[src/rtl/btb_update_queue.sv]
// Branch-resolution update FIFO that drains one entry per cycle into the BTB line array.
// Optional feature: define BTB_UPD_MERGE_EN to fold a repeat update to the newest queued entry in place.
module btb_update_queue #(
    parameter int ADDR_WIDTH  = 32,
    parameter int INDEX_WIDTH = 6,
    parameter int TAG_WIDTH   = ADDR_WIDTH - INDEX_WIDTH - 2,
    parameter int DEPTH       = 4,
    localparam int LINES      = 1 << INDEX_WIDTH,
    localparam int CNT_W      = $clog2(DEPTH + 1)
) (
    input  logic                  clk,
    input  logic                  rst,
    input  logic                  upd_valid,
    output logic                  upd_ready,
    input  logic [ADDR_WIDTH-1:0] upd_pc,
    input  logic [ADDR_WIDTH-1:0] upd_target,
    input  logic                  upd_is_jump,
    input  logic                  upd_invalidate,
    input  logic                  stall,
    input  logic                  flush,
    output logic [LINES-1:0]      line_write_en,
    output logic                  line_valid,
    output logic                  line_is_jump,
    output logic [TAG_WIDTH-1:0]  line_pc,
    output logic [ADDR_WIDTH-1:0] line_target,
    output logic [CNT_W-1:0]      count
);
    localparam int PTR_W = (DEPTH > 1) ? $clog2(DEPTH) : 1;

    logic [TAG_WIDTH-1:0]   tag_mem [DEPTH];
    logic [INDEX_WIDTH-1:0] idx_mem [DEPTH];
    logic [ADDR_WIDTH-1:0]  tgt_mem [DEPTH];
    logic                   jmp_mem [DEPTH];
    logic                   inv_mem [DEPTH];

    logic [PTR_W-1:0] head_reg, tail_reg, wr_ptr;
    logic [CNT_W-1:0] count_reg;

    logic [TAG_WIDTH-1:0]   upd_tag;
    logic [INDEX_WIDTH-1:0] upd_idx;
    logic [INDEX_WIDTH-1:0] head_idx;
    logic full, empty, pop, push, alloc, merge_hit;
    logic unused_pc_bits;

    logic [LINES-1:0]      line_write_en_reg;
    logic                  line_valid_reg;
    logic                  line_is_jump_reg;
    logic [TAG_WIDTH-1:0]  line_pc_reg;
    logic [ADDR_WIDTH-1:0] line_target_reg;

    assign upd_tag        = upd_pc[ADDR_WIDTH-1:INDEX_WIDTH+2];
    assign upd_idx        = upd_pc[INDEX_WIDTH+1:2];
    assign unused_pc_bits = ^upd_pc[1:0];
    assign head_idx       = idx_mem[head_reg];

    assign full  = (count_reg == CNT_W'(DEPTH));
    assign empty = (count_reg == '0);
    assign pop   = ~rst & ~flush & ~stall & ~empty;

`ifdef BTB_UPD_MERGE_EN
    logic [PTR_W-1:0] tail_last;
    assign tail_last = tail_reg - PTR_W'(1);
    // The newest entry may only be rewritten if it is not leaving the queue this very edge.
    assign merge_hit = ~empty
                     & (tag_mem[tail_last] == upd_tag)
                     & (idx_mem[tail_last] == upd_idx)
                     & ~(pop & (count_reg == CNT_W'(1)));
    assign wr_ptr    = merge_hit ? tail_last : tail_reg;
`else
    assign merge_hit = 1'b0;
    assign wr_ptr    = tail_reg;
`endif

    assign upd_ready = ~rst & ~flush & (~full | merge_hit);
    assign push      = upd_valid & upd_ready;
    assign alloc     = push & ~merge_hit;

    always_ff @(posedge clk) begin
        if (push) begin
            tag_mem[wr_ptr] <= upd_tag;
            idx_mem[wr_ptr] <= upd_idx;
            tgt_mem[wr_ptr] <= upd_target;
            jmp_mem[wr_ptr] <= upd_is_jump;
            inv_mem[wr_ptr] <= upd_invalidate;
        end
    end

    always_ff @(posedge clk) begin
        if (rst || flush) begin
            head_reg  <= '0;
            tail_reg  <= '0;
            count_reg <= '0;
        end else begin
            if (pop)
                head_reg <= head_reg + PTR_W'(1);
            if (alloc)
                tail_reg <= tail_reg + PTR_W'(1);
            count_reg <= count_reg + CNT_W'(alloc) - CNT_W'(pop);
        end
    end

    // Data buses only move on a pop so the line array sees stable fields between writes.
    always_ff @(posedge clk) begin
        if (rst) begin
            line_valid_reg   <= 1'b0;
            line_is_jump_reg <= 1'b0;
            line_pc_reg      <= '0;
            line_target_reg  <= '0;
        end else if (pop) begin
            line_valid_reg   <= ~inv_mem[head_reg];
            line_is_jump_reg <= jmp_mem[head_reg];
            line_pc_reg      <= tag_mem[head_reg];
            line_target_reg  <= tgt_mem[head_reg];
        end
    end

    for (genvar gi = 0; gi < LINES; gi++) begin : g_strobe
        always_ff @(posedge clk) begin
            if (rst)
                line_write_en_reg[gi] <= 1'b0;
            else
                line_write_en_reg[gi] <= pop & (head_idx == INDEX_WIDTH'(gi));
        end
    end

    assign line_write_en = line_write_en_reg;
    assign line_valid    = line_valid_reg;
    assign line_is_jump  = line_is_jump_reg;
    assign line_pc       = line_pc_reg;
    assign line_target   = line_target_reg;
    assign count         = count_reg;
endmodule

[config.mk]
export PLATFORM = sky130hd
export DESIGN_NAME = btb_update_queue
export DESIGN_NICKNAME = d
export VERILOG_FILES = /design/src/rtl/btb_update_queue.sv
export SDC_FILE = /design/constraint.sdc
export NUM_CORES = 1
export LEC_CHECK = 0
export BUFFER_PORTS_ARGS = -buffer_cell sky130_fd_sc_hd__buf_2
export CAP_MARGIN = 25
export CORE_ASPECT_RATIO = 1.2
export CORE_MARGIN = 4
export CORE_UTILIZATION = 60
export CTS_CLUSTER_SIZE = 14
export DETAILED_ROUTE_END_ITERATION = 12
export MAX_ROUTING_LAYER = met4
export PLACE_DENSITY = 0.83
export SLEW_MARGIN = 15
export SYNTH_ARGS = -nofsm -noshare
export SYNTH_HDL_FRONTEND = slang
export SYNTH_SLANG_ARGS = --single-unit
[constraint.sdc]
create_clock -name clk -period 4.14 [get_ports clk]
set_input_delay 0 -clock clk [delete_from_list [all_inputs] [get_ports clk]]
set_output_delay 0 -clock clk [all_outputs]
set_load 0.005 [all_outputs]
==> results.ini, run 1 <==
[floorplan]
io-pin-count=197
fp.dieArea_um2=25400
core_um2=22400
die_x_um=146
initial_core_util_pct=61.1
die_h_um=174
rows=60

[critical_path]
r2r_cells=10
cp_cell_sequence=or3b_1, and3_1, inv_1, ha_1, inv_1, ha_1, fa_1, xnor2_1, xnor2_1, nor2_1
cp.arrival_ns=2.84
cp_max_fo=6
critical_path.slowest_cell=or3b_1
crit_required_ns=4.54
crit_path_start_kind=flop
critPathKind=flop to flop
cp_top_family=simple AND/OR/NAND/NOR gates
crit_cells=10
crit_buf_inv=2
max_stage_delay_ns=0.44
end_kind=flop

[route]
first_pass_iters=5
post_drt_via_cell_ratio=5.89
routed-via-count=8094
drt-total-wl_um=30000
wl_per_cell_um=21.8
dr.first_iter.drc_count=533
ant_nets=0
route.detailed.drc=0

[global_routing]
globalRouteTotalUtil_pct=24.4
antenna_found_initial=2
globalRouteOverflowTotal=0
grt_pass1_vias=8419
grt_pass1_wl_um=47600
grtUsageMet1_pct=30.7
globalRouteMet3Util_pct=4.00
top_usage_layer=met2
use_met2_pct=41.5
grt_max_degree=65

[clocking]
cts_tree=built
postCtsResizedCells=0
htreeDepth=2
clockRootBuffer=clkbuf_16
insertion_delay_ns=0.51
cts_sinks=387
cts_buffers=37
hold_buffers=70
clock_path_buffers=3
post-cts-setup-buffers=0
clk_pin_slew_worst_paths_ns=0.06

[worst_hold_path]
hold_depth=2
min_path_type=input pin to flop

[yosys]
ys_warn_count=0
syn_avg_cell_area_um2=16.8
synth_edf_count=256
ys_dominant_reg_cell=edfxtp_1
async_reset_ff_share_pct=0
synth-seq-cells=387
netlist_area_um2=13700
syn_nets=893
syn_inst=815
synth_cell_type_count=36
ys_seq_area_share_pct=75.1

[timing]
slew_headroom_pct=32.0
worst_pin_slew_ns=1.02
setup_tns_ns=0
max_freq_mhz=409
holdWs_ns=0.248
min_period_ns=2.45
hold_viol_final=0
setup_viol=0
period_share_pct=59.1
grt_setup_unrepaired=false
drv_slew=0
skew_ns=0.0195

[place]
dp_hpwl_um=15800
place.gp.congestion=0.806
placed_cells=1237
io_buffers=194

[pwr]
leakage_nw=5.91
vdd_drop_max_mv=0.394
finalPower_mw=7.67
p_per_area_nw_per_um2=458

[layout]
nNetsFinal=1145
fill_cells=1301
layout-area-overhead-vs-synth_pct=22.1
layout-drive-gt1-share_pct=32.2
layout_commonest_cell=edfxtp_1
largest_reg_flops=128
fin_util_pct=74.6
final_cells=1375
final_cell_mix=edfxtp_1, buf_2, dfxtp_1

[status]
outcome=complete, no violations

[flow_run]
drv_cap=0

==> worst paths after layout <==
path / slack, ns / to / start
worst min register to register: 0.47 / line_target[13] / line_target[13]
worst min-delay path: 0.25 / idx_mem[3][3] / upd_pc[5]
worst max-delay path: 1.69 / count[2] / count[2]
worst max register to register: 1.69 / count[2] / count[2]
==> logic make-up after synthesis <==
group                    share of synthesized area [%]
adder cells (fa/ha/maj)                          0.693
AO/OA/AOI/OAI                                     4.55
flip-flops                                        75.1
buffers and inverters                             2.44
XOR/XNOR                                         0.128
multiplexers                                      10.6
AND/OR/NAND/NOR                                   6.45
==> cell usage after synthesis, drive strengths merged, types with 2 or more instances <==
| cell type | number | area [um2] |
|---|---|---|
| clkbuf | 44 | 165 |
| or4b | 6 | 63.8 |
| mux4 | 64 | 1450 |
| buf | 17 | 140 |
| a21oi | 62 | 310 |
| nand4b | 4 | 35.0 |
| or3 | 2 | 12.5 |
| nand4bb | 6 | 67.6 |
| ha | 6 | 75.1 |
| dfxtp | 131 | 2620 |
| xnor2 | 2 | 17.5 |
| edfxtp | 256 | 7690 |
| nor3 | 2 | 10.0 |
| inv | 8 | 30.0 |
| o21ai | 58 | 290 |
| nor2 | 67 | 292 |
| nand3 | 58 | 290 |
| and2 | 7 | 43.8 |
| nand4 | 3 | 18.8 |
| or4 | 3 | 26.3 |
==> power by group <==
part           internal [mW]  leakage, nW  switching (mW)
clock                   1.95        0.594            1.34
combinational         0.0990         1.95           0.127
sequential              4.14         3.37         0.00810
==> layout make-up <==
class,instances,area (um2),share of cell area [%]
flip-flops and latches,387,10300,61.6
multi-input cells,359,3100,18.5
repair buffers,274,1760,10.5
clock buffers,51,1040,6.21
well taps,279,349,2.08
clock inverters,15,158,0.941
inverters,8,30.0,0.179
diodes,2,5.00,0.0299
==> layer usage <==
layer / share of wire (%) / vias up / wire length, um
met2: 52 / 351 / 15600
met1: 39 / 4047 / 11600
met3: 6.5 / 67 / 1960
li1: - / 3629 / -
met4: 2.6 / 0 / 777
met5: 0 / - / 0
==> per-stage QoR <==
step                instance area, um2  setup slack (ns)
CTS                              16800              1.69
floorplan                        13700              1.28
detailed placement               14900              1.71
global route                     16800              1.56
finish                           16800              1.69
global placement                 14800              1.76
No activity file was read; power rests on OpenSTA's default activity.
==> run 2: changes to the inputs <==
--- a/config.mk
+++ b/config.mk
@@ -5,15 +5,16 @@
 export SDC_FILE = /design/constraint.sdc
 export NUM_CORES = 1
 export LEC_CHECK = 0
+export ABC_AREA = 1
 export BUFFER_PORTS_ARGS = -buffer_cell sky130_fd_sc_hd__buf_2
 export CAP_MARGIN = 25
 export CORE_ASPECT_RATIO = 1.2
 export CORE_MARGIN = 4
-export CORE_UTILIZATION = 60
+export CORE_UTILIZATION = 51
 export CTS_CLUSTER_SIZE = 14
 export DETAILED_ROUTE_END_ITERATION = 12
 export MAX_ROUTING_LAYER = met4
-export PLACE_DENSITY = 0.83
+export PLACE_DENSITY = 0.75
 export SLEW_MARGIN = 15
 export SYNTH_ARGS = -nofsm -noshare
 export SYNTH_HDL_FRONTEND = slang
==> constraint.sdc (replaced) <==
create_clock -name clk -period 2 [get_ports clk]
set_input_delay 0 -clock clk [delete_from_list [all_inputs] [get_ports clk]]
set_output_delay 0 -clock clk [all_outputs]
set_load 0.005 [all_outputs]
==> run 2 against run 1 <==
Sequential power grew 110%. Global-route usage shrank 3.5 points. Worst setup slack lost 1.6 ns. Die area grew 22%. Largest power group unchanged. Combinational power grew 110%. Power grew 110%. Sequential share of layout area shrank 3.7 points. Utilization shrank 9.6 points. Via count grew 20%.
==> results.ini, run 2 <==
[pwr]
p_comb_share_pct=2.9  ; about the same
vdd_drop_max_mv=0.684  ; +74%
finalPower_mw=16.1  ; +110%
power_frac_seq_pct=53.4  ; -0.7 points
leakage_nw=7.20  ; +22%
p_per_area_nw_per_um2=902  ; +97%
p_clk_share_pct=43.7  ; +0.7 points
sw_frac_of_total_pct=20.3  ; +0.97 points
p_sw_mw=3.26  ; +120%
p_int_mw=12.8  ; +110%

[timing]
drv_slew=0  ; unchanged
setup_tns_ns=0  ; unchanged
max_freq_mhz=520  ; +27%
setup_viol=0  ; unchanged
holdWs_ns=0.199  ; -0.0489 ns
worst_pin_slew_ns=0.635  ; -0.385 ns
hold_viol_final=0  ; unchanged
slew_headroom_pct=57.7  ; +26 points
min_period_ns=1.92  ; -0.523 ns
setup_ws_ns=0.0759  ; -1.62 ns
grt_setup_unrepaired=true
period_share_pct=96.2  ; +37 points
skew_ns=0.0196  ; +0.000113 ns

[route]
dr.first_iter.drc_count=636  ; +19%
first_pass_iters=4  ; -1
wl_per_cell_um=16.6  ; -24%
route.detailed.drc=0  ; unchanged
drt-total-wl_um=31800  ; +6.1%
post_drt_via_cell_ratio=5.05  ; -14%
routed-via-count=9699  ; +20%
ant_nets=0  ; unchanged

[yosys]
post-synth-top-count-cell=nor2_1
synth-compound-area-share_pct=6.22  ; +1.7 points
synth-simple-area-share_pct=18.1  ; +12 points
synth_edf_count=256  ; unchanged
synth_top_family_by_area=simple AND/OR/NAND/NOR gates
netlist_area_um2=14300  ; +4.4%
ys_dominant_reg_cell=edfxtp_1
synth-seq-cells=387  ; unchanged
synth_area_leaders=edfxtp_1, dfxtp_1, nor2_1, o21ai_0, nand2_1
synth_top_area_share_pct=53.7  ; -2.3 points
synth_xor_area_share_pct=0.122  ; -0.0053 points
synthTopCellsByCount=nor2_1, edfxtp_1, o21ai_0
ys_seq_area_share_pct=72.0  ; -3.1 points
async_reset_ff_share_pct=0  ; unchanged
syn_nets=1324  ; +48%
syn_avg_cell_area_um2=11.5  ; -32%
ys_warn_count=0  ; unchanged
syn_inst=1246  ; +53%
synthAdderAreaFrac_pct=0.664  ; -0.029 points
synth.area.mux_share_pct=0  ; -11 points
synth_top_area_cell=edfxtp_1
synth_cell_type_count=27  ; -25%

[layout]
layout_commonest_cell=nor2_1
nNetsFinal=1591  ; +39%
final_cell_mix=nor2_1, edfxtp_1, buf_2
largest_reg_flops=128  ; unchanged
finish.instance_area_um2=17800  ; +6.4%
layout-area-overhead-vs-synth_pct=24.5
final_cells=1920  ; +40%
fill_cells=1993  ; +53%
layout-drive-gt1-share_pct=24.2  ; -8.0 points
fin_util_pct=65.0  ; -9.6 points

[flow_run]
drv_cap=0  ; unchanged

[place]
place_area_um2=15900  ; +6.8%
io_buffers=194  ; unchanged
post-place-ws_ns=0.0411  ; -1.67 ns
place.gp.congestion=0.783  ; -2.8%
dp_hpwl_um=18400  ; +16%
placed_cells=1779  ; +44%

[global_routing]
globalRouteOverflowTotal=0  ; unchanged
grt_pass1_wl_um=50200  ; +5.5%
globalRouteTotalUtil_pct=20.9  ; -3.5 points
grt_pass1_vias=9791  ; +16%
antenna_found_initial=4  ; +2
grt_max_degree=117  ; +80%

[critical_path]
end_kind=flop
cp_top_family=adder cells
cp_cell_sequence=nor2_4, nand2_2, nand3_4, inv_4, ha_1, inv_1, ha_2, fa_2, xor2_2, o21ai_1, a21oi_1
cp.arrival_ns=2.34  ; -0.50 ns
cp_max_fo=3  ; -3
max_stage_delay_ns=0.35  ; -0.09 ns
crit_buf_inv=2  ; unchanged
critical_path.slowest_cell=fa_2
crit_path_start_kind=flop
critPathKind=flop to flop
crit_required_ns=2.41  ; -2.13 ns

[worst_hold_path]
min_path_type=input pin to flop

[clocking]
clock_path_buffers=3  ; unchanged
cts_buffers=38  ; +2.7%
cts_tree=built
cts_sinks=387  ; unchanged
insertion_delay_ns=0.54  ; +0.03 ns
htreeDepth=2  ; unchanged
post-cts-setup-buffers=0  ; unchanged
clk_pin_slew_worst_paths_ns=0.06  ; about the same
clockRootBuffer=clkbuf_16

[floorplan]
rows=66  ; +10%
core_um2=27400  ; +22%
fp.dieArea_um2=30800  ; +22%
die_x_um=161  ; +10%
die_h_um=192  ; +10%
io-pin-count=197  ; unchanged
initial_core_util_pct=52.2  ; -8.9 points

[status]
outcome=complete, no violations

-- run 2: changes by cell type after synthesis, moves of 17 or more --
| cell | change |
|---|---|
| a21oi_1 | -57 |
| clkbuf_1 | -17 |
| mux4_2 | -63 |
| nand2_1 | +102 |
| nand2_2 | +21 |
| nand3_1 | -48 |
| nor2_1 | +349 |
| o21ai_0 | +115 |
-- run 2: power groups by stage --
stage	Sequential, mW	Combinational [mW]	Clock, mW
floorplan	8.76	0.167	0
global placement	8.76	0.342	0
detailed placement	8.76	0.357	0
CTS	8.59	0.468	7.12
global route	8.59	0.515	7.47
finish	8.59	0.471	7.02
-- run 2: repair_timing --
item	4_1_cts	5_1_grt
hold endpoints to repair	266	0
setup endpoints to repair	0	6
hold buffers	68	0
resized for setup	0	4
-- run 2: final timing paths --
path         slack, ns  startpoint          to  depth (start not counted)
max               0.08    count[0]    count[2]                         11
min               0.20       stall  line_valid                          7
max reg2reg       0.08    count[0]    count[2]                         11
min reg2reg       0.49  line_valid  line_valid                          2
-- run 2: cell families (layout without fill, tap and decap cells) --
logic type | Yosys count | count (layout)
and+or+nand+nor | 585 | 585
AOI/OAI and AO/OA | 178 | 178
buffers and inverters | 87 | 383
xor gates and xnor gates | 2 | 2
other | 0 | 4
DFF | 387 | 387
adders and majority gates | 7 | 7
-- run 2: worst min-delay path, stage by stage --
cell and delay (ns):
buf_2 0.08, inv_1 0.07, nand3_4 0.10, inv_4 0.03
buf_6 0.20, nand2_1 0.12, a21oi_1 0.06
-- run 2: per-layer routing --
metal	vias to the layer above	routed length (um)	GRT usage, %
met5	-	0	-
met4	0	448	6.24
met3	40	2040	3.99
met2	324	16700	37.5
met1	4629	12600	24.1
li1	4706	-	-
-- run 2: layout make-up --
class,count,area [um2],share of cell area [%]
inverters,23,106,0.596
clock inverters,14,163,0.912
diodes,4,10.0,0.0561
clock buffers,55,1110,6.20
well taps,374,468,2.62
repair buffers,291,2000,11.2
flip-flops and latches,387,10300,57.9
multi-input cells,772,3660,20.5
